## config.mk

```make
export PLATFORM = sky130hd
export DESIGN_NAME = sweep_sequencer
export DESIGN_NICKNAME = d
export VERILOG_FILES = /design/src/rtl/sweep_sequencer.sv
export SDC_FILE = /design/constraint.sdc
export NUM_CORES = 1
export LEC_CHECK = 0
export ABC_AREA = 0
export CORE_MARGIN = 1.5
export CORE_UTILIZATION = 49
export DETAILED_ROUTE_END_ITERATION = 8
export HOLD_SLACK_MARGIN = 0.05
export PLACE_DENSITY = 0.89
export SKIP_LAST_GASP = 1
export SLEW_MARGIN = 40
export SYNTH_ARGS = -nofsm -noshare
export SYNTH_HDL_FRONTEND = slang
export SYNTH_SLANG_ARGS = --single-unit
```

## constraint.sdc

```tcl
create_clock -name clk125 -period 3.6 [get_ports clk125]
set_input_delay 0.54 -clock clk125 [delete_from_list [all_inputs] [get_ports clk125]]
set_output_delay 0.54 -clock clk125 [all_outputs]
set_load 0.02 [all_outputs]
```

## src/rtl/sweep_sequencer.sv

```systemverilog
// Frequency-sweep scheduler: walks the tuning-word table, loads the DDS, waits for
// settling, runs the detector handshake and writes one result entry per point.
module sweep_sequencer #(
   parameter int unsigned DATA_WIDTH     = 32,
   parameter int unsigned ADDR_WIDTH     = 8,
   parameter int unsigned SETTLE_WIDTH   = 16,
   parameter int unsigned TIMEOUT_CYCLES = 1048575
) (
   input  logic                    clk125,
   input  logic                    areset,
   input  logic                    start,
   input  logic                    abort,
   input  logic [ADDR_WIDTH-1:0]   num_points,
   input  logic [SETTLE_WIDTH-1:0] settle_cycles,
   output logic [ADDR_WIDTH-1:0]   rom_addr,
   input  logic [DATA_WIDTH-1:0]   rom_data,
   output logic [DATA_WIDTH-1:0]   ftw,
   output logic                    ftw_load,
   output logic                    det_start,
   input  logic                    det_done,
   output logic                    res_we,
   output logic [ADDR_WIDTH-1:0]   res_addr,
   output logic                    busy,
   output logic                    fin,
   output logic                    err
);

   localparam int unsigned TW = (TIMEOUT_CYCLES > 1) ? $clog2(TIMEOUT_CYCLES) : 1;
   localparam logic [TW-1:0] T_LAST = TW'(TIMEOUT_CYCLES - 1);

   typedef enum logic [2:0] {
      S_IDLE, S_FETCH, S_LOAD, S_SETTLE, S_MEAS, S_STORE, S_DONE
   } state_t;

   state_t                  state_q, state_d;
   logic [ADDR_WIDTH-1:0]   np_q, np_d;
   logic [SETTLE_WIDTH-1:0] sc_q, sc_d;
   logic [ADDR_WIDTH-1:0]   idx_q, idx_d;
   logic [SETTLE_WIDTH-1:0] scnt_q, scnt_d;
   logic [TW-1:0]           tcnt_q, tcnt_d;
   logic                    err_q, err_d;
   logic [ADDR_WIDTH-1:0]   rom_addr_q, rom_addr_d;
   logic [DATA_WIDTH-1:0]   ftw_q, ftw_d;
   logic                    ftw_load_q, ftw_load_d;
   logic                    det_start_q, det_start_d;
   logic                    res_we_q, res_we_d;
   logic [ADDR_WIDTH-1:0]   res_addr_q, res_addr_d;
   logic                    busy_q, busy_d;
   logic                    fin_q, fin_d;

   logic [SETTLE_WIDTH-1:0] settle_last;
   logic                    last_point;

   // A latched settle count of zero still spends one cycle in SETTLE.
   assign settle_last = (sc_q == '0) ? '0 : sc_q - SETTLE_WIDTH'(1);
   assign last_point  = (idx_q == np_q - ADDR_WIDTH'(1));

   always_ff @(posedge clk125 or posedge areset) begin
      if (areset) begin
         state_q     <= S_IDLE;
         np_q        <= '0;
         sc_q        <= '0;
         idx_q       <= '0;
         scnt_q      <= '0;
         tcnt_q      <= '0;
         err_q       <= 1'b0;
         rom_addr_q  <= '0;
         ftw_q       <= '0;
         ftw_load_q  <= 1'b0;
         det_start_q <= 1'b0;
         res_we_q    <= 1'b0;
         res_addr_q  <= '0;
         busy_q      <= 1'b0;
         fin_q       <= 1'b0;
      end else begin
         state_q     <= state_d;
         np_q        <= np_d;
         sc_q        <= sc_d;
         idx_q       <= idx_d;
         scnt_q      <= scnt_d;
         tcnt_q      <= tcnt_d;
         err_q       <= err_d;
         rom_addr_q  <= rom_addr_d;
         ftw_q       <= ftw_d;
         ftw_load_q  <= ftw_load_d;
         det_start_q <= det_start_d;
         res_we_q    <= res_we_d;
         res_addr_q  <= res_addr_d;
         busy_q      <= busy_d;
         fin_q       <= fin_d;
      end
   end

   always_comb begin
      state_d = state_q;
      np_d    = np_q;
      sc_d    = sc_q;
      idx_d   = idx_q;
      scnt_d  = scnt_q;
      tcnt_d  = tcnt_q;
      err_d   = err_q;
      if (abort && state_q != S_IDLE) begin
         state_d = S_IDLE;
      end else begin
         case (state_q)
            S_IDLE: begin
               if (start && !abort) begin
                  np_d    = num_points;
                  sc_d    = settle_cycles;
                  idx_d   = '0;
                  err_d   = 1'b0;
                  state_d = (num_points == '0) ? S_DONE : S_FETCH;
               end
            end
            S_FETCH: state_d = S_LOAD;
            S_LOAD: begin
               scnt_d  = '0;
               state_d = S_SETTLE;
            end
            S_SETTLE: begin
               if (scnt_q == settle_last) begin
                  tcnt_d  = '0;
                  state_d = S_MEAS;
               end else begin
                  scnt_d = scnt_q + SETTLE_WIDTH'(1);
               end
            end
            S_MEAS: begin
               // det_done in the det_start cycle belongs to a stale request.
               if (tcnt_q != '0 && det_done) begin
                  state_d = S_STORE;
               end else if (tcnt_q == T_LAST) begin
                  err_d   = 1'b1;
                  state_d = S_DONE;
               end else begin
                  tcnt_d = tcnt_q + TW'(1);
               end
            end
            S_STORE: begin
               if (last_point) begin
                  state_d = S_DONE;
               end else begin
                  idx_d   = idx_q + ADDR_WIDTH'(1);
                  state_d = S_FETCH;
               end
            end
            S_DONE:  state_d = S_IDLE;
            default: state_d = S_IDLE;
         endcase
      end
   end

   // Outputs are registered from the next state so strobes coincide with their state.
   always_comb begin
      rom_addr_d  = (state_d == S_FETCH) ? idx_d : rom_addr_q;
      ftw_d       = (state_d == S_LOAD) ? rom_data : ftw_q;
      ftw_load_d  = (state_d == S_LOAD);
      det_start_d = (state_d == S_MEAS) && (state_q != S_MEAS);
      res_we_d    = (state_d == S_STORE);
      res_addr_d  = (state_d == S_STORE) ? idx_q : res_addr_q;
      busy_d      = (state_d != S_IDLE);
      fin_d       = (state_d == S_DONE);
   end

   assign rom_addr  = rom_addr_q;
   assign ftw       = ftw_q;
   assign ftw_load  = ftw_load_q;
   assign det_start = det_start_q;
   assign res_we    = res_we_q;
   assign res_addr  = res_addr_q;
   assign busy      = busy_q;
   assign fin       = fin_q;
   assign err       = err_q;

endmodule

```

== After elaboration in Yosys (flattened, before gate mapping) ==
Index checks and enable logic that the tools add are counted.
Word-level totals
  register bits after elaboration: 125
  output and inout bits: 54
Cells by class
  bitwise gates (word level): 1
  muxes and demuxes: 23
  eq/ne operators: 20
  add/sub/neg operators: 5
  reduce and logical (&&, ||, !) cells: 18
Operators with widths (count)
  20-bit 2-to-1 mux: 3
  20-bit one-hot mux with 2 select lines: 1
  16-bit 2-to-1 mux: 2
  16-bit one-hot mux with 2 select lines: 1
  8-bit 2-to-1 mux: 3
  3-bit 2-to-1 mux: 7
  20-bit by 1-bit adder with 20-bit output, second input constant: 1
  20-bit equality test, second input constant: 1
  20-bit nonzero test: 1
  3-bit one-hot mux with 6 select lines: 1
  16-bit by 1-bit adder with 16-bit output, second input constant: 1
  16-bit equality test: 1
  16-bit zero test: 1
  8-bit one-hot mux with 2 select lines: 1
  16-bit by 1-bit subtractor with 16-bit output, second input constant: 1
  3-bit equality test, second input constant: 5
  2-bit != test, second input constant: 6
  5-bit AND reduction: 2
  3-bit by 2-bit equality test with 1-bit output, second input constant: 3
  8-bit by 1-bit adder with 8-bit output, second input constant: 1
  8-bit equality test: 1
  8-bit zero test: 1
  8-bit by 1-bit subtractor with 8-bit output, second input constant: 1
  3-bit by 1-bit equality test with 1-bit output, second input constant: 2
  10 further kinds: 19

== Logic depth before layout (Yosys ltp) ==
Gate-level depths: netlist (run 1).
  word-level depth: 8
  depth in mapped cells: 13

== Worst setup path before layout (run 1) ==
OpenSTA, ideal clock, no wires.
  path type: register -> register
  start point: register sc_q[0]
  end point: register ftw_q[10], in the netlist ftw[10]
  required time: 3475 ps
  arrival time: 3059 ps
  cell stages (with the launch flop): 14
  setup slack: 416 ps
  setup time: 125 ps
  path through: dfrtp_1 -> inv_1 -> ha_1 -> or3b_1 -> o31ai_1 -> nand2_1 -> o21a_1 -> o32ai_1 -> and4_1 -> nand3b_4 -> and3_1 -> buf_6 -> buf_6 -> mux2_4
On the way
  cells in the longest elaborated chain, start to end: 7
  elaborated cells between the ends (all ways): 8
  those cells by class: 1 x add/sub; 2 x eq/ne; 4 x mux; 1 x reduce/logical
Ends and longest elaborated chain
  from (decl): line 37  | logic [SETTLE_WIDTH-1:0] sc_q, sc_d;
  from (signal assigned): line 62  | sc_q <= '0;
  from (signal assigned): line 78  | sc_q <= sc_d;
  16-bit by 1-bit subtractor with 16-bit output or 16-bit zero test (tied branches): line 55  | assign settle_last = (sc_q == '0) ? '0 : sc_q - SETTLE_WIDTH'(1);
  16-bit 2-to-1 mux *: line 55
  16-bit equality test *: line 121  | if (scnt_q == settle_last) begin
  3-bit 2-to-1 mux *: line 121
  3-bit one-hot mux with 6 select lines *: line 105  | case (state_q)
  3-bit 2-to-1 mux *: line 102  | if (abort && state_q != S_IDLE) begin
  3-bit by 2-bit equality test with 1-bit output *: line 156  | ftw_d = (state_d == S_LOAD) ? rom_data : ftw_q;
  to (signal assigned): line 84  | ftw_q <= ftw_d;
  to (decl): line 43  | logic [DATA_WIDTH-1:0] ftw_q, ftw_d;
Every way passes the cells marked *; elsewhere a longest branch is shown, timed or not.
A chain may end at the register's enable or synchronous reset.

== Worst setup path after layout (run 1) ==
  start point: register sc_q[0]
  end point: register tcnt_q[11]
On the way
  cells in the longest elaborated chain, start to end: 5
  elaborated cells between the ends (all ways): 6
  those cells by class: 1 x add/sub; 2 x eq/ne; 1 x mux; 2 x reduce/logical
Ends and longest elaborated chain
  16-bit by 1-bit subtractor with 16-bit output or 16-bit zero test (tied branches): line 55
  16-bit 2-to-1 mux *: line 55
  16-bit equality test *: line 121
  2-bit != test (no source line) *
  5-bit AND reduction (no source line) *
  to (signal assigned): line 81  | tcnt_q <= tcnt_d;
  to (decl): line 40  | logic [TW-1:0] tcnt_q, tcnt_d;
Marks and branches as above.

==> results of run 1 <==
## Yosys cell counts, types with 3 or more instances
library cell	number	area, um^2
sky130_fd_sc_hd__a21oi_1	21	105.1
sky130_fd_sc_hd__ha_1	7	87.58
sky130_fd_sc_hd__or3_1	7	43.79
sky130_fd_sc_hd__buf_2	5	25.02
sky130_fd_sc_hd__nor4_1	10	62.56
sky130_fd_sc_hd__clkbuf_1	20	75.07
sky130_fd_sc_hd__o2111ai_1	4	35.03
sky130_fd_sc_hd__mux2_4	29	435.4
sky130_fd_sc_hd__nand4_1	19	118.9
sky130_fd_sc_hd__nand2_1	61	229.0
sky130_fd_sc_hd__o311ai_1	3	26.28
sky130_fd_sc_hd__nand3_1	20	100.1
sky130_fd_sc_hd__nand2b_1	17	106.4
sky130_fd_sc_hd__inv_1	22	82.58
sky130_fd_sc_hd__xor2_1	22	192.7
sky130_fd_sc_hd__nor2_1	37	138.9
sky130_fd_sc_hd__or2_2	3	18.77
sky130_fd_sc_hd__buf_6	5	56.30
sky130_fd_sc_hd__a21o_1	5	37.54
sky130_fd_sc_hd__and2_1	5	31.28
sky130_fd_sc_hd__o21ai_0	26	130.1
sky130_fd_sc_hd__mux2_2	43	484.2
sky130_fd_sc_hd__o22ai_1	5	31.28
sky130_fd_sc_hd__nand3b_1	7	52.55
sky130_fd_sc_hd__and4_1	5	43.79
sky130_fd_sc_hd__or4_1	10	75.07
sky130_fd_sc_hd__nor3_1	14	70.07
sky130_fd_sc_hd__o31ai_1	6	45.04
sky130_fd_sc_hd__and3_1	9	56.30
sky130_fd_sc_hd__xnor2_1	10	87.58
sky130_fd_sc_hd__o211ai_1	11	82.58
sky130_fd_sc_hd__mux2i_1	16	160.2
sky130_fd_sc_hd__a31oi_1	3	18.77
sky130_fd_sc_hd__dfrtp_1	125	3128
## layout make-up
class | instances | area share
multi-input cells | 483 | 0.4096
flip-flops and latches | 125 | 0.3454
repair buffers | 131 | 0.1429
clock buffers | 17 | 0.04698
well taps | 180 | 0.02487
clock inverters | 15 | 0.02073
inverters | 22 | 0.009534
## registers in the layout (all words and copies together), names as in the netlist
signal / cells
ftw_load: 1
tcnt_q: 20
err: 1
rom_addr: 8
res_addr: 8
state_q: 3
fin: 1
sc_q: 16
res_we: 1
idx_q: 8
np_q: 8
ftw: 32
det_start: 1
scnt_q: 16
busy: 1
## critical path: stages (launching register included)
cell and delay (ns):
sky130_fd_sc_hd__dfrtp_1 0.43, sky130_fd_sc_hd__inv_1 0.10, sky130_fd_sc_hd__ha_1 0.20, sky130_fd_sc_hd__nor4b_4 0.23
sky130_fd_sc_hd__buf_4 0.19, sky130_fd_sc_hd__nand3_2 0.17, sky130_fd_sc_hd__or3_4 0.40, sky130_fd_sc_hd__and3_4 0.20
sky130_fd_sc_hd__a2111oi_4 0.36, sky130_fd_sc_hd__nand4_4 0.24, sky130_fd_sc_hd__o21a_1 0.32, sky130_fd_sc_hd__or3_1 0.37
sky130_fd_sc_hd__a21oi_1 0.14
## per-stage QoR
| stage | util | total power [mW] | instances |
|---|---|---|---|
| 4_1_cts | 0.6461 | 6.351 | 971 |
| 3_5_place_dp | 0.6021 | 4.524 | 939 |
| 2_1_floorplan | - | 3.720 | 661 |
| 6_report | 0.6498 | 6.385 | 973 |
| 3_3_place_gp | 0.6021 | 4.429 | 939 |
| 5_1_grt | 0.6498 | 6.685 | 973 |
## logic make-up (layout without fill, tap and decap cells)
family	after synthesis	count (layout)	synth area share
AOI/OAI and AO/OA	112	112	0.1125
xor gates and xnor gates	34	34	0.04637
adders and majority gates	7	7	0.01244
DFF	125	125	0.4441
buffers and inverters	53	185	0.03464
and+or+nand+nor	242	242	0.1967
muxes	88	88	0.1533
## power by group
part | switching [mW] | total, mW | internal [mW] | leakage, nW
logic | 1.12 | 2.38 | 1.26 | 2.09
registers | 0.451 | 2.21 | 1.76 | 1.60
clock network | 0.692 | 1.79 | 1.10 | 0.297
## worst max path at each step
stage | startpoint | to | slack [ns]
6_report | sc_q[0] | tcnt_q[11] | 0.16
5_1_grt | sc_q[0] | tcnt_q[16] | -0.02
4_1_cts | sc_q[0] | tcnt_q[16] | 0.12
3_5_place_dp | sc_q[0] | tcnt_q[16] | 0.14
3_3_place_gp | sc_q[0] | scnt_q[10] | 0.24
2_1_floorplan | sc_q[0] | ftw[10] | 0.42
## what timing repair did
action,4_1_cts,5_1_grt
endpoints found under the setup margin,0,60
gates resized for setup,0,4
buffers inserted,0,2
## routing by layer
metal	GRT usage	part of all wire	wire, um
met3	0.05397	0.059	1041
met5	0	0	0
met1	0.3216	0.41	7293
met2	0.3858	0.51	8982
met4	0.09084	0.023	412
==> metrics.csv, run 1 <==
metric,value,unit
outcome,"complete, no violations",
final_common_cell,sky130_fd_sc_hd__dfrtp_1,
number_of_detailed_route_iterations_in_the_first_pass,5,
period_needed,3.436,ns
setup_tns_final,0,ns
tightest_slew,0.6678,ns
arrival,3.78,ns
grt_antenna_before_repair,0,
cellPowerDensity,705.2,nW/um^2
critical_path.max_fanout,10,
power.static_leakage,3.989,nW
critPathCaptureType,flop,
avgSynthCellArea,10.66,um^2
chipWidth,122.9,um
yosysSeqAreaShare,0.4441,
initial_utilization,0.5054,
cts_buffers,17,
synth.cell_area,7043,um^2
post_drt_wl_per_cell,18.22,um
final_cell_area,9055,um^2
groute.usage.overall,0.2413,
grt_pass1_wl,28.39,mm
synth_enable_flop_cells,0,
async_flop_share,1.000,
placementRows,43,
vias_per_cell,6.017,
crit-reg2reg-launch,sc_q[0],
first_global_vias,5562,
final-hold-violation-count,0,
post_synth_inst_count,661,
min-delay-start,res_addr[3],
min_delay_path_depth,1,
count_of_input_and_output_buffers,114,
syn_to_final_growth,28.57,%
clkSlewWorstSetupHoldPaths,0.06,ns
filler_cell_count,1000,
floorplan.die.height,122.9,um
worstSetupPathType,flop to flop,
gp_congestion,0.9351,
preCtsSetupSlack,0.1421,ns
worst_skew_pair.late_latency,0.42,ns
whs_endpoint,res_addr[3],
ctsHoldBuffers,0,
ant_nets,0,
r2r-end,tcnt_q[11],
area_of_the_core,13930,um^2
io_pins,115,
sequential_standard_cell_area,3128,um^2
area_of_combinational_cells_with_multiple_inputs,3709,um^2
f_max,0.2910,GHz
clk_root_buffer_cell,sky130_fd_sc_hd__clkbuf_16,
synth_cell_types,73,
globalRoute.totalOverflow,0,
timing.max_slew.rel_slack,0.5548,
synth.net_count,729,
final-setup-viol-count,0,
reg2reg_setup_slack,0.16,ns
dpl-instance-area,8391,um^2
post-route-period-util,0.9544,
finalWirelength,17.73,mm
layout-drive-gt1-share,0.1841,
worst_ir_drop_vdd,0.0006169,V
synth_seq_cells,125,
max-cap-violations,0,
num_vias,5855,
nets,848,
startpoint_type,flop,
cp_data_required_time,3.95,ns
depth_of_the_cts_h_tree,4,
timing.reg2reg.worst_path_depth,12,
post-route-drc-count,0,
ys.warnings.count,0,
first_iter_violations,470,
layout.cells.most_common_list,"sky130_fd_sc_hd__dfrtp_1, sky130_fd_sc_hd__clkdlybuf4s50_1, sky130_fd_sc_hd__nand2_1",
whs,0.5047,ns
grt_start_max_net_pins,126,
postSynth.topFlopCell,sky130_fd_sc_hd__dfrtp_1,
finalClockSkew,0.008819,ns
cts.sinks,125,
worst_slack,0.1640,ns
place.detailed.hpwl,11.98,mm
cts.path.max_buffers,2,
fp.dieArea,15100,um^2
cts_tree,done,
final_max_slew_viol_count,0,
insertedDiodeCount,0,
hp_class,flop to flop,
Note: power is estimated with default switching activity, not from simulation.
==> inputs of run 2 (changes only) <==
- SKIP_LAST_GASP: 1 -> default
==> results of run 2 <==
The final DEF is identical to that of run 1; final timing and power are the same.
==> inputs of run 3 (changes only) <==
- CELL_PAD_IN_SITES_DETAIL_PLACEMENT: default -> 1
- CELL_PAD_IN_SITES_GLOBAL_PLACEMENT: default -> 2
- CORE_ASPECT_RATIO: default -> 0.7
- CORE_UTILIZATION: 49 -> 31
- PLACE_DENSITY: 0.89 -> 0.88
==> run 3 against run 2 <==
Clock skew is 0.0027 ns higher. Hold slack lost 0.067 ns. Routed wire length rose by 13%. Via count decreased by 3.5%. Die area rose by 57%. Final cell count grew 11%. Sequential power hardly changed. Sequential cell count did not move. Combinational power rose by 4%. Largest power group unchanged.
==> metrics.csv, run 3 (synthesized netlist as in run 1, its figures left out) <==
metric,value,unit,change
post-route-period-util,0.9490,,-0.005480
critical_path.cell_chain,inv_1 > ha_1 > nor4b_4 > buf_4 > nand3_1 > mux2i_1 > xnor2_1 > a2111oi_4 > and4_1 > nand3b_4 > and3_2 > buf_12 > mux2_4,,
grt_antenna_before_repair,0,,unchanged
nets,857,,+1.1%
worst_ir_drop_vdd,0.0003846,V,-38%
worst_skew_pair.late_latency,0.43,ns,about the same
largest_register_ff_count,32,,unchanged
startpoint_type,flop,,
cellPowerDensity,700.7,nW/um^2,-0.64%
final-hold-violation-count,0,,unchanged
groute.usage.overall,0.1759,,-0.06542
cts.sinks,125,,unchanged
critical_path.n_buffers_inverters,3,,+1
outcome,"complete, no violations",,
layout.cells.most_common_list,"sky130_fd_sc_hd__dfrtp_1, sky130_fd_sc_hd__clkdlybuf4s50_1, sky130_fd_sc_hd__nand2_1",,
critPathCaptureType,flop,,
placementRows,45,,+4.7%
arrival,3.73,ns,-0.05 ns
cts.path.max_buffers,2,,unchanged
place.detailed.hpwl,14.27,mm,+19%
vias_per_cell,5.217,,-13%
reg2reg_setup_slack,0.18,ns,+0.02 ns
layout-drive-gt1-share,0.1910,,+0.006900
post-route-drc-count,0,,unchanged
cts_buffers,17,,unchanged
timing.critical_path.slowest_stage_cell,sky130_fd_sc_hd__dfrtp_1,,
timing.max_slew.rel_slack,0.5693,,+0.01450
worstSetupPathType,flop to flop,,
worst-path-stages,13,,+1
ctsHoldBuffers,0,,unchanged
insertedDiodeCount,0,,unchanged
final-setup-viol-count,0,,unchanged
hp_class,input pin to async pin,,
cp_data_required_time,3.91,ns,-0.04 ns
power.static_leakage,4.034,nW,+1.1%
count_of_input_and_output_buffers,114,,unchanged
floorplan.die.height,129.1,um,+5.1%
stdcell_count,1083,,+11%
tightest_slew,0.6460,ns,-0.02174 ns
num_vias,5650,,-3.5%
crit-reg2reg-launch,sc_q[0],,
syn_to_final_growth,31.34,%,
f_max,0.2927,GHz,+0.58%
globalRoute.totalOverflow,0,,unchanged
cp-startpoint,sc_q[0],,
grt_pass1_wl,32.65,mm,+15%
depth_of_the_cts_h_tree,4,,unchanged
clk_root_buffer_cell,sky130_fd_sc_hd__clkbuf_16,,
first_global_vias,5781,,+3.9%
number_of_detailed_route_iterations_in_the_first_pass,4,,-1
final_max_slew_viol_count,0,,unchanged
dpl-instance-area,8571,um^2,+2.1%
io_pins,115,,unchanged
area_of_the_core,21960,um^2,+58%
fp.dieArea,23650,um^2,+57%
grt_start_max_net_pins,114,,-9.5%
ant_nets,0,,unchanged
numPlacedInstances,1048,,+12%
finalWirelength,20.05,mm,+13%
worst_path_dominant_cell_family,simple AND/OR/NAND/NOR gates,,
gp_congestion,0.8329,,-11%
chipWidth,183.2,um,+49%
final_common_cell,sky130_fd_sc_hd__dfrtp_1,,
timing.reg2reg.worst_path_depth,13,,+1
initial_utilization,0.3207,,-0.1847
max-cap-violations,0,,unchanged
clkSlewWorstSetupHoldPaths,0.06,ns,about the same
post_drt_wl_per_cell,18.51,um,+1.6%
first_iter_violations,403,,-14%
cpPeakStageDelay,0.41,ns,-0.02 ns
finalClockSkew,0.01149,ns,+0.002671 ns
final_cell_area,9250,um^2,+2.2%
cts_tree,done,,
critical_path.max_fanout,33,,+23
setup_tns_final,0,ns,unchanged
period_needed,3.416,ns,-0.01973 ns
## run 3: changes by cell type in the layout (fill, tap and decap cells not counted), sizes merged
cell,change
buf,+9
clkbuf,+3
clkinv,-2
inv,-2
## run 3: path summary, 6_finish.rpt
kind,to
min reg2reg,rom_addr[2]
min in group clk125,rom_addr[2]
max in group asynchronous,scnt_q[7]
min,ftw[6]
max reg2reg,ftw[2]
max,ftw[2]
## run 3: timing repair
action | in CTS | in global routing
buffers inserted | 0 | 4
gates resized for setup | 0 | 2
setup endpoints to repair | 0 | 60
## run 3: metal layers
metal  vias up  routed length, um  GRT usage
met2       113               8827     0.2563
met4         0                150    0.04147
li1       2682                  -          -
met5         -                  0          0
met1      2839              10150     0.2614
met3        16                925    0.04216
## run 3: final cells by class
class                           count  area (um^2)
Timing Repair Buffer              140         1374
Tap cell                          282        352.8
Fill cell                        2406        12710
Clock buffer                       20        466.7
Multi-Input combinational cell    483         3685
Inverter                           22        86.33
Sequential cell                   125         3128
Clock inverter                     11        157.7
## run 3: power breakdown
group          switching [mW]  internal (mW)
clock network           0.686           1.15
registers               0.415           1.76
logic                    1.17           1.30
total                    2.27           4.21
## run 3: worst register-to-register path, delay by kind of cell (launching register included)
kind | cells | cell delay (ns)
simple gates | 5 | 1.09
compound gates | 1 | 0.30
flops | 1 | 0.41
buf+inv | 3 | 0.48
xor+xnor | 1 | 0.16
mux | 2 | 0.68
fa+ha+maj | 1 | 0.19
## run 3: through the flow
stage                     utilization  worst slack (ns)  hold slack [ns]  total power, mW
after floorplan                     -            0.4156           0.4962            3.720
after detailed placement       0.3903            0.1355           0.4950            4.634
after CTS                      0.4187            0.1003           0.4275            6.524
after global routing           0.4213          -0.01980           0.4621            6.832
final                          0.4213            0.1838           0.4377            6.481
after global placement         0.3903            0.2293           0.4911            4.570
==> edit (flow settings as in run 1) <==
Take the reset off `res_addr_q` and load it in a clocked block of its own.
--- a/src/rtl/sweep_sequencer.sv
+++ b/src/rtl/sweep_sequencer.sv
@@ -71,3 +71,2 @@
          res_we_q    <= 1'b0;
-         res_addr_q  <= '0;
          busy_q      <= 1'b0;
@@ -87,3 +86,2 @@
          res_we_q    <= res_we_d;
-         res_addr_q  <= res_addr_d;
          busy_q      <= busy_d;
@@ -91,2 +89,6 @@
       end
+   end
+
+   always_ff @(posedge clk125) begin
+      res_addr_q <= res_addr_d;
    end
Behaviour: no difference found for any inputs over 4 cycles, from zero or initial values and one cycle with areset high; that may be too few to reach the edited logic, so the function may still have changed.
==> edit against run 1 <==
  * Worst setup slack lost 0.062 ns
  * Sequential cell count is the same
  * Maximum frequency shrank 1.8%
  * Clock skew grew 0.0022 ns
  * Final area shrank 1.7%
  * Via count shrank 1.4%
  * Synthesized area shrank 3.8%
  * Wire length shrank 4.4%
  * Clock power grew 7%
  * Critical path depth shrank 2
  * Total power grew 2.8%
  * Critical path type unchanged
==> edit: results (changes against run 1) <==
Placement
  – HPWL after DPL: 11400 um (was 12000 um)
  – DP Cell Count: 938 (was 939)
  – Placed Area: 8190 um2 (was 8390 um2)
  – Routability cong.: 0.955 (was 0.935)
  – Place WS: 0.181 ns (was 0.142 ns)

Layout
  – # nets final: 852 (was 848)
  – Share of layout cells above drive strength 1: 0.177 (was 0.184)

Synth
  – Syn Inst Count: 657 (was 661)
  – Largest cells by area after synthesis: dfrtp_1 43%, mux2_2 11%, edfxtp_1 3.5%, nand2_1 3.5%, mux2i_1 2.7% (was dfrtp_1 44%, mux2_2 6.9%, mux2_4 6.2%, nand2_1 3.3%, xor2_1 2.7%)
  – Register area share after synthesis: 0.468 (was 0.444)
  – Post-synth EDFFs: 8 (was 0)
  – Synth cell types: 66 (was 73)
  – FFs w/ async S/R, synth: 0.936 (was 1.00)
  – Commonest cells post-synth: 117 x dfrtp_1, 65 x mux2_2, 63 x nand2_1 (was 125 x dfrtp_1, 61 x nand2_1, 43 x mux2_2)

Worst setup path
  – Slowest cell on crit path: or4_1 (was dfrtp_1)
  – Reg2reg path depth: 10 (was 12)
  – Max incr delay on CP: 0.66 ns (was 0.43 ns)
  – CP arrival: 3.83 ns (was 3.78 ns)
  – Crit path max fanout: 30 (was 10)

Global routing
  – Tot GR Track Use: 0.249 (was 0.241)
  – Number of global-route vias before repair: 5796 (was 5562)
  – First-pass GRT wire length: 28500 um (was 28400 um)
  – Largest net degree at the start of global routing: 118 (was 126)

Route
  – Drt pass-1 iters: 6 (was 5)
  – DRT iter0 DRCs: 683 (was 470)
  – Wire per inst: 17.4 um (was 18.2 um)

STA
  – Clock skew: 0.0111 ns (was 0.00882 ns)
  – Slew at the pin with the worst max-slew slack: 0.621 ns (was 0.668 ns)

Pwr
  – Maximum VDD drop: 0.531 mV (was 0.617 mV)
  – LEAKAGE: 3.81 nW (was 3.99 nW)

Run status
  – Outcome: finished, final reports clean (unchanged)
## edit: final timing paths
check	startpoint	endpoint	slack [ns]
max in group asynchronous	areset	scnt_q[10]	2.50
min in group asynchronous	areset	ftw[7]	0.67
min	ftw[17]	ftw[17]	0.51
max reg2reg	sc_q[8]	tcnt_q[12]	0.10
max	sc_q[8]	tcnt_q[12]	0.10
min reg2reg	ftw[17]	ftw[17]	0.51
## edit: cell type report
class                      count  area (um2)  share of cell area
multi-input combinational    486        3430               0.386
inverter                      17        67.6             0.00759
timing repair buffer         137        1340               0.150
sequential                   125        3170               0.356
clock inverter                10         170              0.0191
clock buffer                  22         505              0.0568
tap                          176         220              0.0247
## edit: cell families after synthesis
logic type / count (synthesis) / share of synthesized area
flops: 125 / 0.468
xor+xnor: 25 / 0.0323
compound gates: 106 / 0.104
mux: 84 / 0.138
fa+ha+maj: 7 / 0.0129
buf+inv: 46 / 0.0288
simple gates: 264 / 0.216
## edit: per-stage QoR
step	power, W	TNS (ns)
after floorplan	0.00368	0
after global placement	0.00451	0
after detailed placement	0.00458	0
after CTS	0.00656	0
after global routing	0.00690	-0.0142
final	0.00656	0
## edit: worst max-delay path: cells and delay by family (launching register included)
family,cells,cell delay (ns)
buffers and inverters,1,0.23
xor gates and xnor gates,1,0.17
DFF,1,0.44
AOI/OAI and AO/OA,3,0.44
and+or+nand+nor,4,1.95
muxes,1,0.17
## edit: report_power, final
part / internal (W) / switching (W) / leakage, nW
Clock: 0.00128 / 0.000638 / 0.325
Combinational: 0.00126 / 0.00123 / 1.90
Sequential: 0.00180 / 0.000350 / 1.58
Total: 0.00434 / 0.00222 / 3.81
## edit: metal layers
metal	part of all wire	GRT usage
met3	0.079	0.0783
met2	0.49	0.402
met1	0.41	0.313
met5	0	0
met4	0.020	0.0934
## edit: repair_timing
action	CTS	global route
buffers inserted	0	3
resized for setup	0	3
setup endpoints to repair	0	18
